### config.mk
export PLATFORM = sky130hd
export DESIGN_NAME = key_press_emulator
export DESIGN_NICKNAME = d
export VERILOG_FILES = /design/src/rtl/key_press_emulator.sv
export SDC_FILE = /design/constraint.sdc
export NUM_CORES = 1
export LEC_CHECK = 0
export ABC_CLOCK_PERIOD_IN_PS = 7050
export BUFFER_PORTS_ARGS = -buffer_cell sky130_fd_sc_hd__buf_2
export CORE_MARGIN = 2
export CORE_UTILIZATION = 60
export CTS_CLUSTER_DIAMETER = 100
export DETAILED_ROUTE_END_ITERATION = 7
export HOLD_SLACK_MARGIN = 0.1
export PLACE_DENSITY = 0.79
export SLEW_MARGIN = 20
export SYNTH_ARGS = -nofsm -noshare
export SYNTH_HDL_FRONTEND = slang
export SYNTH_SLANG_ARGS = --single-unit
### constraint.sdc
create_clock -name sclk -period 7.05 [get_ports sclk]
set_clock_uncertainty 0.1 [all_clocks]
set_input_delay 1.41 -clock sclk [delete_from_list [all_inputs] [get_ports sclk]]
set_output_delay 1.41 -clock sclk [all_outputs]
set_load 0.05 [all_outputs]
### src/rtl/key_press_emulator.sv
// key_press_emulator
//   Command-driven generator of a raw, bouncy push-button waveform:
//   press bounce, stable hold, release bounce, then a forced released gap.
//   One command in flight at a time, accepted on cmd_valid & cmd_ready.
//   Optional build macro KEY_EMU_LFSR_BOUNCE_EN: pseudo-random bounce
//   segment widths from an 8-bit LFSR instead of fixed bounce_us widths.
module key_press_emulator #(
   parameter int   sclk_freq      = 50_000_000,
   parameter logic press_vol      = 1'b0,
   parameter int   bounce_edges   = 4,
   parameter int   bounce_us      = 200,
   parameter int   release_gap_ms = 30
) (
   input  logic        sclk,
   input  logic        nrst,
   input  logic        cmd_valid,
   output logic        cmd_ready,
   input  logic [15:0] cmd_hold_ms,
   input  logic        abort,
   output logic        key_emu,
   output logic        busy,
   output logic        done
);

   localparam int             US_CYC   = sclk_freq / 1_000_000;
   localparam int             PRE_W    = (US_CYC > 1) ? $clog2(US_CYC) : 1;
   localparam logic [PRE_W-1:0] PRE_MAX = PRE_W'(US_CYC - 1);
   localparam logic [4:0]     LAST_SEG = (bounce_edges == 0) ? 5'd0 : 5'(2 * bounce_edges - 1);
   localparam logic [15:0]    GAP_MS   = 16'(release_gap_ms);
   localparam logic           PRESSED  = press_vol;
   localparam logic           RELEASED = ~press_vol;
   localparam logic           NO_BOUNCE = (bounce_edges == 0);

   typedef enum logic [2:0] {
      IDLE,
      PRESS_BOUNCE,
      HOLD,
      RELEASE_BOUNCE,
      GAP
   } state_t;

   state_t            state, state_nxt;
   logic [4:0]        seg_idx, seg_nxt;
   logic [15:0]       hold_ms;
   logic [PRE_W-1:0]  us_pre;
   logic [9:0]        us_cnt;
   logic [15:0]       ms_cnt;
   logic [15:0]       phase_target;
   logic              restart;
   logic              accept;
   logic              us_tick;
   logic              seg_end;
   logic              ms_tick;
   logic              phase_end;
   logic              key_nxt;
   logic              done_nxt;
   logic [7:0]        seg_w;

`ifdef KEY_EMU_LFSR_BOUNCE_EN
   logic [7:0] lfsr;
   logic [7:0] lfsr_step;
   logic       seg_start;

   // LFSR successor (x^8+x^6+x^5+x^4+1) and bounce segment start detect
   always_comb begin
      lfsr_step = {lfsr[6:0], lfsr[7] ^ lfsr[5] ^ lfsr[4] ^ lfsr[3]};
      seg_start = restart && ((state_nxt == PRESS_BOUNCE) || (state_nxt == RELEASE_BOUNCE));
   end

   // Advance the LFSR once per bounce segment and derive that segment's width
   always_ff @(posedge sclk or negedge nrst) begin
      if (!nrst) begin
         lfsr  <= 8'hA5;
         seg_w <= 8'(bounce_us);
      end else if (seg_start) begin
         lfsr  <= lfsr_step;
         seg_w <= 8'({24'd0, lfsr_step} % 32'(bounce_us)) + 8'd1;
      end
   end
`else
   assign seg_w = 8'(bounce_us);
`endif

   // Timer decode: us tick, bounce segment end, ms tick, HOLD/GAP phase end
   always_comb begin
      us_tick      = (us_pre == PRE_MAX);
      seg_end      = us_tick && ((us_cnt + 10'd1) == {2'b00, seg_w});
      ms_tick      = us_tick && (us_cnt == 10'd999);
      phase_target = (state == HOLD) ? hold_ms : GAP_MS;
      phase_end    = ms_tick && ((ms_cnt + 16'd1) == phase_target);
   end

   // Next-state, segment index and next registered output values
   always_comb begin
      state_nxt = state;
      seg_nxt   = seg_idx;
      restart   = 1'b0;
      accept    = 1'b0;
      done_nxt  = 1'b0;
      key_nxt   = RELEASED;

      case (state)
         IDLE: begin
            if (cmd_valid && cmd_ready) begin
               accept    = 1'b1;
               restart   = 1'b1;
               seg_nxt   = 5'd0;
               state_nxt = NO_BOUNCE ? HOLD : PRESS_BOUNCE;
            end
         end
         PRESS_BOUNCE: begin
            if (abort) begin
               restart   = 1'b1;
               seg_nxt   = 5'd0;
               state_nxt = NO_BOUNCE ? GAP : RELEASE_BOUNCE;
            end else if (seg_end) begin
               restart = 1'b1;
               if (seg_idx == LAST_SEG) begin
                  seg_nxt   = 5'd0;
                  state_nxt = HOLD;
               end else begin
                  seg_nxt = seg_idx + 5'd1;
               end
            end
         end
         HOLD: begin
            if (abort || phase_end) begin
               restart   = 1'b1;
               seg_nxt   = 5'd0;
               state_nxt = NO_BOUNCE ? GAP : RELEASE_BOUNCE;
            end
         end
         RELEASE_BOUNCE: begin
            if (seg_end) begin
               restart = 1'b1;
               if (seg_idx == LAST_SEG) begin
                  seg_nxt   = 5'd0;
                  state_nxt = GAP;
               end else begin
                  seg_nxt = seg_idx + 5'd1;
               end
            end
         end
         GAP: begin
            if (phase_end) begin
               restart   = 1'b1;
               seg_nxt   = 5'd0;
               done_nxt  = 1'b1;
               state_nxt = IDLE;
            end
         end
         default: begin
            restart   = 1'b1;
            seg_nxt   = 5'd0;
            state_nxt = IDLE;
         end
      endcase

      case (state_nxt)
         HOLD:           key_nxt = PRESSED;
         PRESS_BOUNCE:   key_nxt = seg_nxt[0] ? RELEASED : PRESSED;
         RELEASE_BOUNCE: key_nxt = seg_nxt[0] ? PRESSED : RELEASED;
         default:        key_nxt = RELEASED;
      endcase
   end

   // State, segment, hold latch and registered outputs
   always_ff @(posedge sclk or negedge nrst) begin
      if (!nrst) begin
         state     <= IDLE;
         seg_idx   <= 5'd0;
         hold_ms   <= 16'd0;
         key_emu   <= RELEASED;
         cmd_ready <= 1'b1;
         busy      <= 1'b0;
         done      <= 1'b0;
      end else begin
         state     <= state_nxt;
         seg_idx   <= seg_nxt;
         if (accept) begin
            hold_ms <= (cmd_hold_ms == 16'd0) ? 16'd1 : cmd_hold_ms;
         end
         key_emu   <= key_nxt;
         cmd_ready <= (state_nxt == IDLE);
         busy      <= (state_nxt != IDLE);
         done      <= done_nxt;
      end
   end

   // Timing chain: us prescaler -> us counter -> ms counter, cleared on every change
   always_ff @(posedge sclk or negedge nrst) begin
      if (!nrst) begin
         us_pre <= '0;
         us_cnt <= 10'd0;
         ms_cnt <= 16'd0;
      end else if (restart || (state == IDLE)) begin
         us_pre <= '0;
         us_cnt <= 10'd0;
         ms_cnt <= 16'd0;
      end else if (us_tick) begin
         us_pre <= '0;
         if (ms_tick) begin
            us_cnt <= 10'd0;
            ms_cnt <= ms_cnt + 16'd1;
         end else begin
            us_cnt <= us_cnt + 10'd1;
         end
      end else begin
         us_pre <= us_pre + PRE_W'(1);
      end
   end

endmodule

==> out/metrics.cfg, run 1 <==
[run_status]
status=finished clean

[placement]
dp_cells=478
gp_congestion=0.853
dp_hpwl_mm=5.58
post_dp_cell_area_sq_um=3860
io_buffers=23

[power]
seq_power_share_pct=53.0
vdd_drop_max_mv=0.139
pwr-share-comb_pct=10.8
power_density_nw_per_um2=186
p_clk_share_pct=36.2
p_int_w=0.000554
sw_frac_of_total_pct=26.1
power.leakage_nw=1.70
p_sw_w=0.000196

[timing]
fmax_mhz=302
period_needed_ns=3.31
relSlewSlack_pct=47.7
rsz0062_at_grt=no
finalCritPeriodShare_pct=47.0
finalSetupViolations=0
finalSetupTns_ns=0
report.final.slew_viol_count=0
tightestPinTransition_ns=0.781
hold_viol=0

[hold_path]
holdPathEnd=hold_ms[13]
min_from=hold_ms[13]
holdPathStages=1
min_path_type=register to register

[synth]
synth_edf_count=0
synth.cell_area_sq_um=3750
yosysSeqAreaShare_pct=40.1
yosys_register_bits=60
syn_area_per_cell_sq_um=9.32
synthFlopType=dfrtp_1
synth_cells=403
ys_warn_count=0
mappedNetlistNets=429
async_flop_share_pct=100
yosysUniqueCellTypes=59

[floorplan]
coreArea_sq_um=5990
dieArea_sq_um=6910
die_y_microns=83.1
fp.dieW_microns=83.1
row_count=28
start_util_pct=62.7
ios=24

[worst_setup_path]
path_class=register to register
startpoint=us_pre[1]
reg2reg_slack_ns=3.74
end_kind=register
cp_common_cell=nand4_1
reg2reg_from=us_pre[1]
critPathMaxStageDelay_ns=0.59
critical_path_arrival_ns=3.41
required_ns=7.14
rr_worst_depth=10
startpoint_type=register
cp_max_fo=32
path_cells=inv_1 -> ha_1 -> and4_1 -> nand4_1 -> nor2_1 -> nor4bb_1 -> nand4_1 -> a21oi_2 -> buf_4 -> a2111oi_0
timing.rr.end=us_cnt[8]
crit_slowest_cell=nand4_1

[detailed_routing]
vias_per_cell=6.05
post-route-drc-count=0
num_vias=2988
drt_first_pass_iters=5
totalWireLength_mm=7.80
wire_per_inst_microns=15.8
drtIter0Drc=209
antenna_left=0

[global_route]
grt_pass1_wl_mm=13.5
grt_max_degree=61
grtUsageTotal_pct=24.2
grt_overflow_total=0
antenna_found_initial=0
grt_pass1_vias=2940

[final_layout]
multi_input_area_sq_um=2110
drive_gt1_share_pct=16.5
design_area_sq_um=4040
utilization_pct=67.4
nets=440
final-seq-area_sq_um=1500
n_antenna_cell=0
area_growth_pct=7.53
n_fill_cell=483
finalNonFillerCells=494

[clock_network]
cts_tree=built
clkLatencyLatePin_ns=0.33
ctsHoldBuffers=0
cts.sink_count=60
cts.htree.levels=3
clock_path_buffers=2
cts-buffers-inserted=9
clkTransAtPathRegs_ns=0.06
post_cts_buffers=0
post_cts_resized=0
root_buffer=clkbuf_8

[flow_run]
drv_cap=0

## cells in the mapped netlist, types with 10 or more instances
library cell | count | area, sq um
nor3_1 | 19 | 95.1
nand2_1 | 26 | 97.6
o21ai_0 | 13 | 65.1
xnor2_1 | 25 | 219
dfrtp_1 | 58 | 1450
nor2_1 | 44 | 165
nand3_1 | 20 | 100
clkbuf_1 | 15 | 56.3
nor4_1 | 10 | 62.6
nand4_1 | 12 | 75.1
mux2_2 | 16 | 180
a21oi_1 | 17 | 85.1
xor2_1 | 14 | 123
## layout make-up
type | instances | area share [%]
clock buffers | 14 | 4.03
multi-input cells | 311 | 52.2
clock inverters | 2 | 0.248
flip-flops and latches | 60 | 37.2
repair buffers | 26 | 3.41
well taps | 75 | 2.32
inverters | 6 | 0.558
## power groups by stage
| stage | Sequential, W | Combinational [W] | Clock [W] |
|---|---|---|---|
| floorplan | 0.000398 | 0.0000563 | 0 |
| global placement | 0.000401 | 0.0000781 | 0 |
| detailed placement | 0.000404 | 0.0000822 | 0 |
| CTS | 0.000397 | 0.0000830 | 0.000279 |
| global route | 0.000401 | 0.0000939 | 0.000296 |
| finish | 0.000397 | 0.0000808 | 0.000271 |
## through the flow
step / hold slack, ns / setup WS, ns / total power [W]
3_3_place_gp: 0.385 / 3.85 / 0.000479
4_1_cts: 0.404 / 3.74 / 0.000759
3_5_place_dp: 0.389 / 3.75 / 0.000486
2_1_floorplan: 0.372 / 3.80 / 0.000455
6_report: 0.399 / 3.74 / 0.000749
5_1_grt: 0.413 / 3.42 / 0.000790
## placed cells by master, fill, tap and decap left out, types with 9 or more instances in the layout
master and count:
a21oi_1 17, buf_2 23, clkbuf_8 11, dfrtp_1 58, mux2_2 16, nand2_1 26
nand3_1 20, nand4_1 12, nor2_1 44, nor3_1 19, nor4_1 9, o21ai_0 13
xnor2_1 25, xor2_1 14
## state kept, by name (all words and copies together) (netlist names)
register / count
state: 3
us_pre: 6
done: 1
key_emu: 1
hold_ms: 16
ms_cnt: 16
cmd_ready: 1
busy: 1
seg_idx: 5
us_cnt: 10
## worst max-delay path, delay by kind of cell, from the launching register on
family | cells | cell delay [ns]
compound gates | 2 | 0.27
fa+ha+maj | 1 | 0.15
buf+inv | 2 | 0.39
flops | 1 | 0.40
simple gates | 5 | 1.86
## per-layer routing
layer | global-route usage, % | up-vias | wire length [microns]
met1 | 31.4 | 1426 | 3570
met5 | 0 | - | 0
met2 | 39.2 | 68 | 3780
li1 | - | 1476 | -
met3 | 5.27 | 18 | 277
met4 | 10.1 | 0 | 172
## cells by family after synthesis
| logic type | count (synthesis) | synth area share [%] |
|---|---|---|
| buffers and inverters | 32 | 4.00 |
| AOI/OAI and AO/OA | 66 | 11.9 |
| adders and majority gates | 6 | 2.00 |
| and+or+nand+nor | 178 | 25.9 |
| muxes | 20 | 5.86 |
| DFF | 60 | 40.1 |
| xor gates and xnor gates | 41 | 10.4 |
## worst max path at each step
stage,cells after the start,slack (ns),endpoint
detailed placement,10,3.75,us_cnt[8]
finish,10,3.74,us_cnt[8]
global route,9,3.42,seg_idx[1]
floorplan,4,3.80,hold_ms[10]
global placement,10,3.85,us_cnt[9]
CTS,10,3.74,us_cnt[8]
No activity file was read; power rests on OpenSTA's default activity.
==> run 2, diff against run 1 <==
--- a/config.mk
+++ b/config.mk
@@ -5,7 +5,7 @@
 export SDC_FILE = /design/constraint.sdc
 export NUM_CORES = 1
 export LEC_CHECK = 0
-export ABC_CLOCK_PERIOD_IN_PS = 7050
+export ABC_CLOCK_PERIOD_IN_PS = 3300
 export BUFFER_PORTS_ARGS = -buffer_cell sky130_fd_sc_hd__buf_2
 export CORE_MARGIN = 2
 export CORE_UTILIZATION = 60
==> constraint.sdc (replaced) <==
create_clock -name sclk -period 3.3 [get_ports sclk]
set_clock_uncertainty 0.1 [all_clocks]
set_input_delay 0.66 -clock sclk [delete_from_list [all_inputs] [get_ports sclk]]
set_output_delay 0.66 -clock sclk [all_outputs]
set_load 0.05 [all_outputs]
==> out/metrics.cfg, run 2 (synthesis results as in run 1) <==
[run_status]
status=finished clean

[worst_setup_path]
startpoint_type=register
timing.rr.end=seg_idx[1]
critical_path_arrival_ns=3.17  ; -0.24 ns
cp_max_fo=6  ; -81%
path_class=register to register
reg2reg_slack_ns=0.23  ; -3.51 ns
rr_worst_depth=9  ; -1
end_kind=register
startpoint=ms_cnt[0]
required_ns=3.40  ; -3.74 ns
reg2reg_from=ms_cnt[0]
endpoint=seg_idx[1]

[detailed_routing]
post-route-drc-count=0  ; unchanged
wire_per_inst_microns=15.8  ; -0.16%
vias_per_cell=6.05  ; about the same
drt_first_pass_iters=4  ; -1
antenna_left=0  ; unchanged
totalWireLength_mm=7.92  ; +1.5%
drtIter0Drc=169  ; -19%
num_vias=3039  ; +1.7%

[power]
p_int_w=0.00141  ; +160%
power_density_nw_per_um2=442  ; +140%
vdd_drop_max_mv=0.406  ; +190%
p_sw_w=0.000435  ; +120%
p_clk_share_pct=44.9  ; +8.7 points
pwr-share-comb_pct=9.4  ; -1.4 points
seq_power_share_pct=45.8  ; -7.2 points
power.leakage_nw=1.78  ; +4.6%
sw_frac_of_total_pct=23.5  ; -2.6 points

[timing]
fmax_mhz=326  ; +8.0%
finalSetupViolations=0  ; unchanged
tightestPinTransition_ns=0.617  ; -0.165 ns
relSlewSlack_pct=58.9  ; +11 points
finalSetupTns_ns=0  ; unchanged
timing.hold.ws_ns=0.234  ; -0.165 ns
period_needed_ns=3.07  ; -0.244 ns
finalCritPeriodShare_pct=93.0  ; +46 points
hold_viol=0  ; unchanged
rsz0062_at_grt=no
report.final.slew_viol_count=0  ; unchanged

[placement]
gp_congestion=0.905  ; +6.2%
io_buffers=23  ; unchanged
dp_hpwl_mm=5.62  ; +0.70%
post_dp_cell_area_sq_um=3940  ; +1.9%
dp_cells=486  ; +1.7%

[final_layout]
finalNonFillerCells=502  ; +1.6%
drive_gt1_share_pct=18.5  ; +2.0 points
final_common_cell=dfrtp_1
final_cell_mix=dfrtp_1, nor2_1, nand2_1
reg_top3=hold_ms x16, ms_cnt x16, us_cnt x10
area_growth_pct=11.5
design_area_sq_um=4190  ; +3.7%
n_antenna_cell=0  ; unchanged
nets=448  ; +1.8%

[global_route]
grt_overflow_total=0  ; unchanged
grtUsageTotal_pct=24.6  ; +0.45 points
grt_pass1_vias=2930  ; -0.34%
grt_max_degree=33  ; -46%
grt_pass1_wl_mm=13.8  ; +2.3%
antenna_found_initial=0  ; unchanged

[clock_network]
cts.htree.levels=3  ; unchanged
root_buffer=clkbuf_8
clkTransAtPathRegs_ns=0.07  ; about the same
cts_tree=built
cts.sink_count=60  ; unchanged
cts-buffers-inserted=9  ; unchanged
post_cts_buffers=0  ; unchanged
ctsHoldBuffers=0  ; unchanged
clock_path_buffers=2  ; unchanged
post_cts_resized=0  ; unchanged
clkLatencyLatePin_ns=0.34  ; about the same

[floorplan]
coreArea_sq_um=5990  ; unchanged
row_count=28  ; unchanged
die_y_microns=83.1  ; unchanged
ios=24  ; unchanged
start_util_pct=62.7  ; unchanged
dieArea_sq_um=6910  ; unchanged
fp.dieW_microns=83.1  ; unchanged

[flow_run]
drv_cap=0  ; unchanged

[hold_path]
min_path_type=input pin to asynchronous set/reset pin

## run 2: changes by cell type in the layout (fill, tap and decap cells not counted)
cell       before  now
buf_4           3   10
clkinv_2        2    1
buf_12          0    1
bufinv_16       0    3
clkbuf_1        3    1
## run 2: worst min path at each step
| stage | start | end | slack, ns | depth (start not counted) |
|---|---|---|---|---|
| after floorplan | nrst | busy | 0.26 | 0 |
| after global placement | hold_ms[11] | hold_ms[11] | 0.38 | 1 |
| after detailed placement | hold_ms[13] | hold_ms[13] | 0.39 | 1 |
| after CTS | nrst | ms_cnt[5] | 0.24 | 1 |
| after global routing | nrst | ms_cnt[3] | 0.28 | 1 |
| final | nrst | ms_cnt[4] | 0.23 | 1 |
## run 2: per-layer routing
| metal | vias to the layer above | GRT usage [%] | wire, microns |
|---|---|---|---|
| met2 | 50 | 39.9 | 3870 |
| met3 | 13 | 5.27 | 252 |
| met1 | 1482 | 32.4 | 3690 |
| li1 | 1494 | - | - |
| met5 | - | 0 | 0 |
| met4 | 0 | 9.69 | 97 |
## run 2: area by class of cell
type	count	area [sq um]
sequential	60	1500
tap	75	93.8
timing repair buffer	34	210
clock inverter	4	95.1
fill	468	1800
inverter	6	22.5
clock buffer	12	155
multi-input combinational	311	2110
## run 2: worst max-delay path, stage by stage, from the launching register on
cell	delay, ns
dfrtp_1	0.47
ha_1	0.32
xor3_1	0.44
o32ai_1	0.23
a21oi_1	0.14
and3b_1	0.21
nor4bb_1	0.21
nand4_1	0.20
a31oi_1	0.43
o21ai_0	0.18
## run 2: power by group through the flow
stage | Clock, W | Combinational, W | Sequential, W
after floorplan | 0 | 0.000120 | 0.000851
after global routing | 0.000884 | 0.000200 | 0.000854
after CTS | 0.000849 | 0.000177 | 0.000848
after global placement | 0 | 0.000168 | 0.000857
final | 0.000830 | 0.000173 | 0.000846
after detailed placement | 0 | 0.000176 | 0.000861
## run 2: per-stage QoR
stage                     utilization [%]  power (W)  setup slack [ns]
final                                69.9    0.00185             0.229
after global routing                 69.9    0.00194           0.00881
after CTS                            69.9    0.00187             0.235
after detailed placement             65.7    0.00104             0.248
after global placement               65.7    0.00103             0.365
after floorplan                         -   0.000971             0.467
==> run 3, diff against run 2 <==
--- a/config.mk
+++ b/config.mk
@@ -9,6 +9,7 @@
 export BUFFER_PORTS_ARGS = -buffer_cell sky130_fd_sc_hd__buf_2
 export CORE_MARGIN = 2
 export CORE_UTILIZATION = 60
+export CTS_BUF_LIST = sky130_fd_sc_hd__clkbuf_2
 export CTS_CLUSTER_DIAMETER = 100
 export DETAILED_ROUTE_END_ITERATION = 7
 export HOLD_SLACK_MARGIN = 0.1
==> out/metrics.cfg, run 3 (synthesis results as in run 1) <==
[hold_path]
min_from=cmd_hold_ms[12]
holdPathEnd=hold_ms[12]
holdPathStages=2
min_path_type=input pin to register

[floorplan]
row_count=28  ; unchanged
ios=24  ; unchanged
dieArea_sq_um=6910  ; unchanged
start_util_pct=62.7  ; unchanged
die_y_microns=83.1  ; unchanged
coreArea_sq_um=5990  ; unchanged
fp.dieW_microns=83.1  ; unchanged

[timing]
tightestPinTransition_ns=0.613  ; -0.00330 ns
period_needed_ns=3.05  ; -0.0176 ns
finalSetupViolations=0  ; unchanged
finalCritPeriodShare_pct=92.5  ; -0.53 points
setup_ws_ns=0.247  ; +0.0176 ns
rsz0062_at_grt=no
fmax_mhz=328  ; +0.58%
hold_viol=0  ; unchanged
relSlewSlack_pct=59.1  ; +0.22 points
report.final.slew_viol_count=0  ; unchanged
finalSetupTns_ns=0  ; unchanged

[clock_network]
post_cts_resized=0  ; unchanged
cts_tree=built
cts.sink_count=60  ; unchanged
cts-buffers-inserted=9  ; unchanged
post_cts_buffers=0  ; unchanged
clock_path_buffers=2  ; unchanged
clkTransAtPathRegs_ns=0.18  ; +0.11 ns
cts.htree.levels=3  ; unchanged
clkLatencyLatePin_ns=0.46  ; +0.12 ns
root_buffer=clkbuf_2

[placement]
gp_congestion=0.905  ; unchanged
io_buffers=23  ; unchanged
dp_hpwl_mm=5.62  ; unchanged
dp_slack_ns=0.248  ; unchanged

[flow_run]
drv_cap=0  ; unchanged

[worst_setup_path]
cp_max_fo=6  ; unchanged
critical_path_arrival_ns=3.30  ; +0.13 ns
path_class=register to register
rr_worst_depth=9  ; unchanged
startpoint_type=register
end_kind=register
required_ns=3.55  ; +0.15 ns
timing.rr.end=seg_idx[1]
reg2reg_from=ms_cnt[0]
reg2reg_slack_ns=0.25  ; +0.02 ns

[detailed_routing]
antenna_left=0  ; unchanged
totalWireLength_mm=7.73  ; -2.4%
vias_per_cell=6.05  ; -0.10%
drtIter0Drc=150  ; -11%
num_vias=3042  ; +0.099%
drt_first_pass_iters=4  ; unchanged
wire_per_inst_microns=15.4  ; -2.6%
post-route-drc-count=0  ; unchanged

[final_layout]
n_antenna_cell=0  ; unchanged
drive_gt1_share_pct=18.2  ; -0.28 points
nets=449  ; +0.22%
reg_top3=hold_ms x16, ms_cnt x16, us_cnt x10
final_cell_mix=dfrtp_1, nor2_1, nand2_1
final_common_cell=dfrtp_1
area_growth_pct=9.20
utilization_pct=68.4  ; -1.5 points

[power]
power.leakage_nw=1.75  ; -1.8%
vdd_drop_max_mv=0.387  ; -4.7%
power_density_nw_per_um2=394  ; -11%

[global_route]
grt_overflow_total=0  ; unchanged
grtUsageTotal_pct=24.0  ; -0.59 points
grt_pass1_vias=2891  ; -1.3%
grt_pass1_wl_mm=13.6  ; -1.4%
grt_max_degree=33  ; unchanged
antenna_found_initial=0  ; unchanged

[run_status]
status=finished clean

-- run 3: changes by cell type in the layout (fill, tap and decap cells not counted) --
cell / previous run / this run
clkbuf_8: 11 / 0
clkbuf_2: 0 / 10
clkinv_1: 0 / 2
clkbuf_1: 1 / 0
dlygate4sd3_1: 0 / 1
-- run 3: how the worst max path moves through the flow --
stage	startpoint	end	slack [ns]	cells after the start
6_report	ms_cnt[0]	seg_idx[1]	0.25	9
5_1_grt	ms_cnt[0]	seg_idx[0]	0.02	9
4_1_cts	ms_cnt[0]	seg_idx[0]	0.23	9
3_5_place_dp	ms_cnt[0]	seg_idx[1]	0.25	9
3_3_place_gp	ms_cnt[0]	busy	0.36	9
2_1_floorplan	ms_cnt[0]	busy	0.47	9
-- run 3: routing by layer --
metal	vias up	share of wire, %	track usage (%)
li1	1501	-	-
met1	1465	46	32.1
met2	64	48	39.4
met3	12	4.0	4.27
met4	0	1.5	8.64
met5	-	0	0
-- run 3: layout make-up --
class	count	area [sq um]
multi-input cells	311	2110
fillers	481	1890
flip-flops and latches	60	1500
repair buffers	35	220
clock inverters	6	103
well taps	75	93.8
clock buffers	10	50.0
inverters	6	22.5
-- run 3: stage by stage --
step	total power (W)	area (sq um)	instances	hold slack (ns)
after floorplan	0.000971	3750	403	0.264
final	0.00161	4100	503	0.333
after detailed placement	0.00104	3940	486	0.389
after CTS	0.00164	4100	503	0.304
after global placement	0.00103	3940	486	0.383
after global routing	0.00170	4100	503	0.278
-- run 3: power breakdown --
group          total (W)  internal [W]  switching [W]
Sequential      0.000845      0.000790      0.0000550
Combinational   0.000176     0.0000824      0.0000931
Clock           0.000593      0.000325       0.000269
-- run 3: critical path, cell delays in order (launching register included) --
cell      delay (ns)
dfrtp_1         0.51
ha_1            0.32
xor3_1          0.44
o32ai_1         0.24
a21oi_1         0.14
and3b_1         0.21
nor4bb_1        0.21
nand4_1         0.20
a31oi_1         0.42
o21ai_0         0.18
-- run 3: repair_timing --
item,in CTS,in global routing
endpoints found under the setup margin,0,0
hold buffers,1,0
hold endpoints to repair,25,0
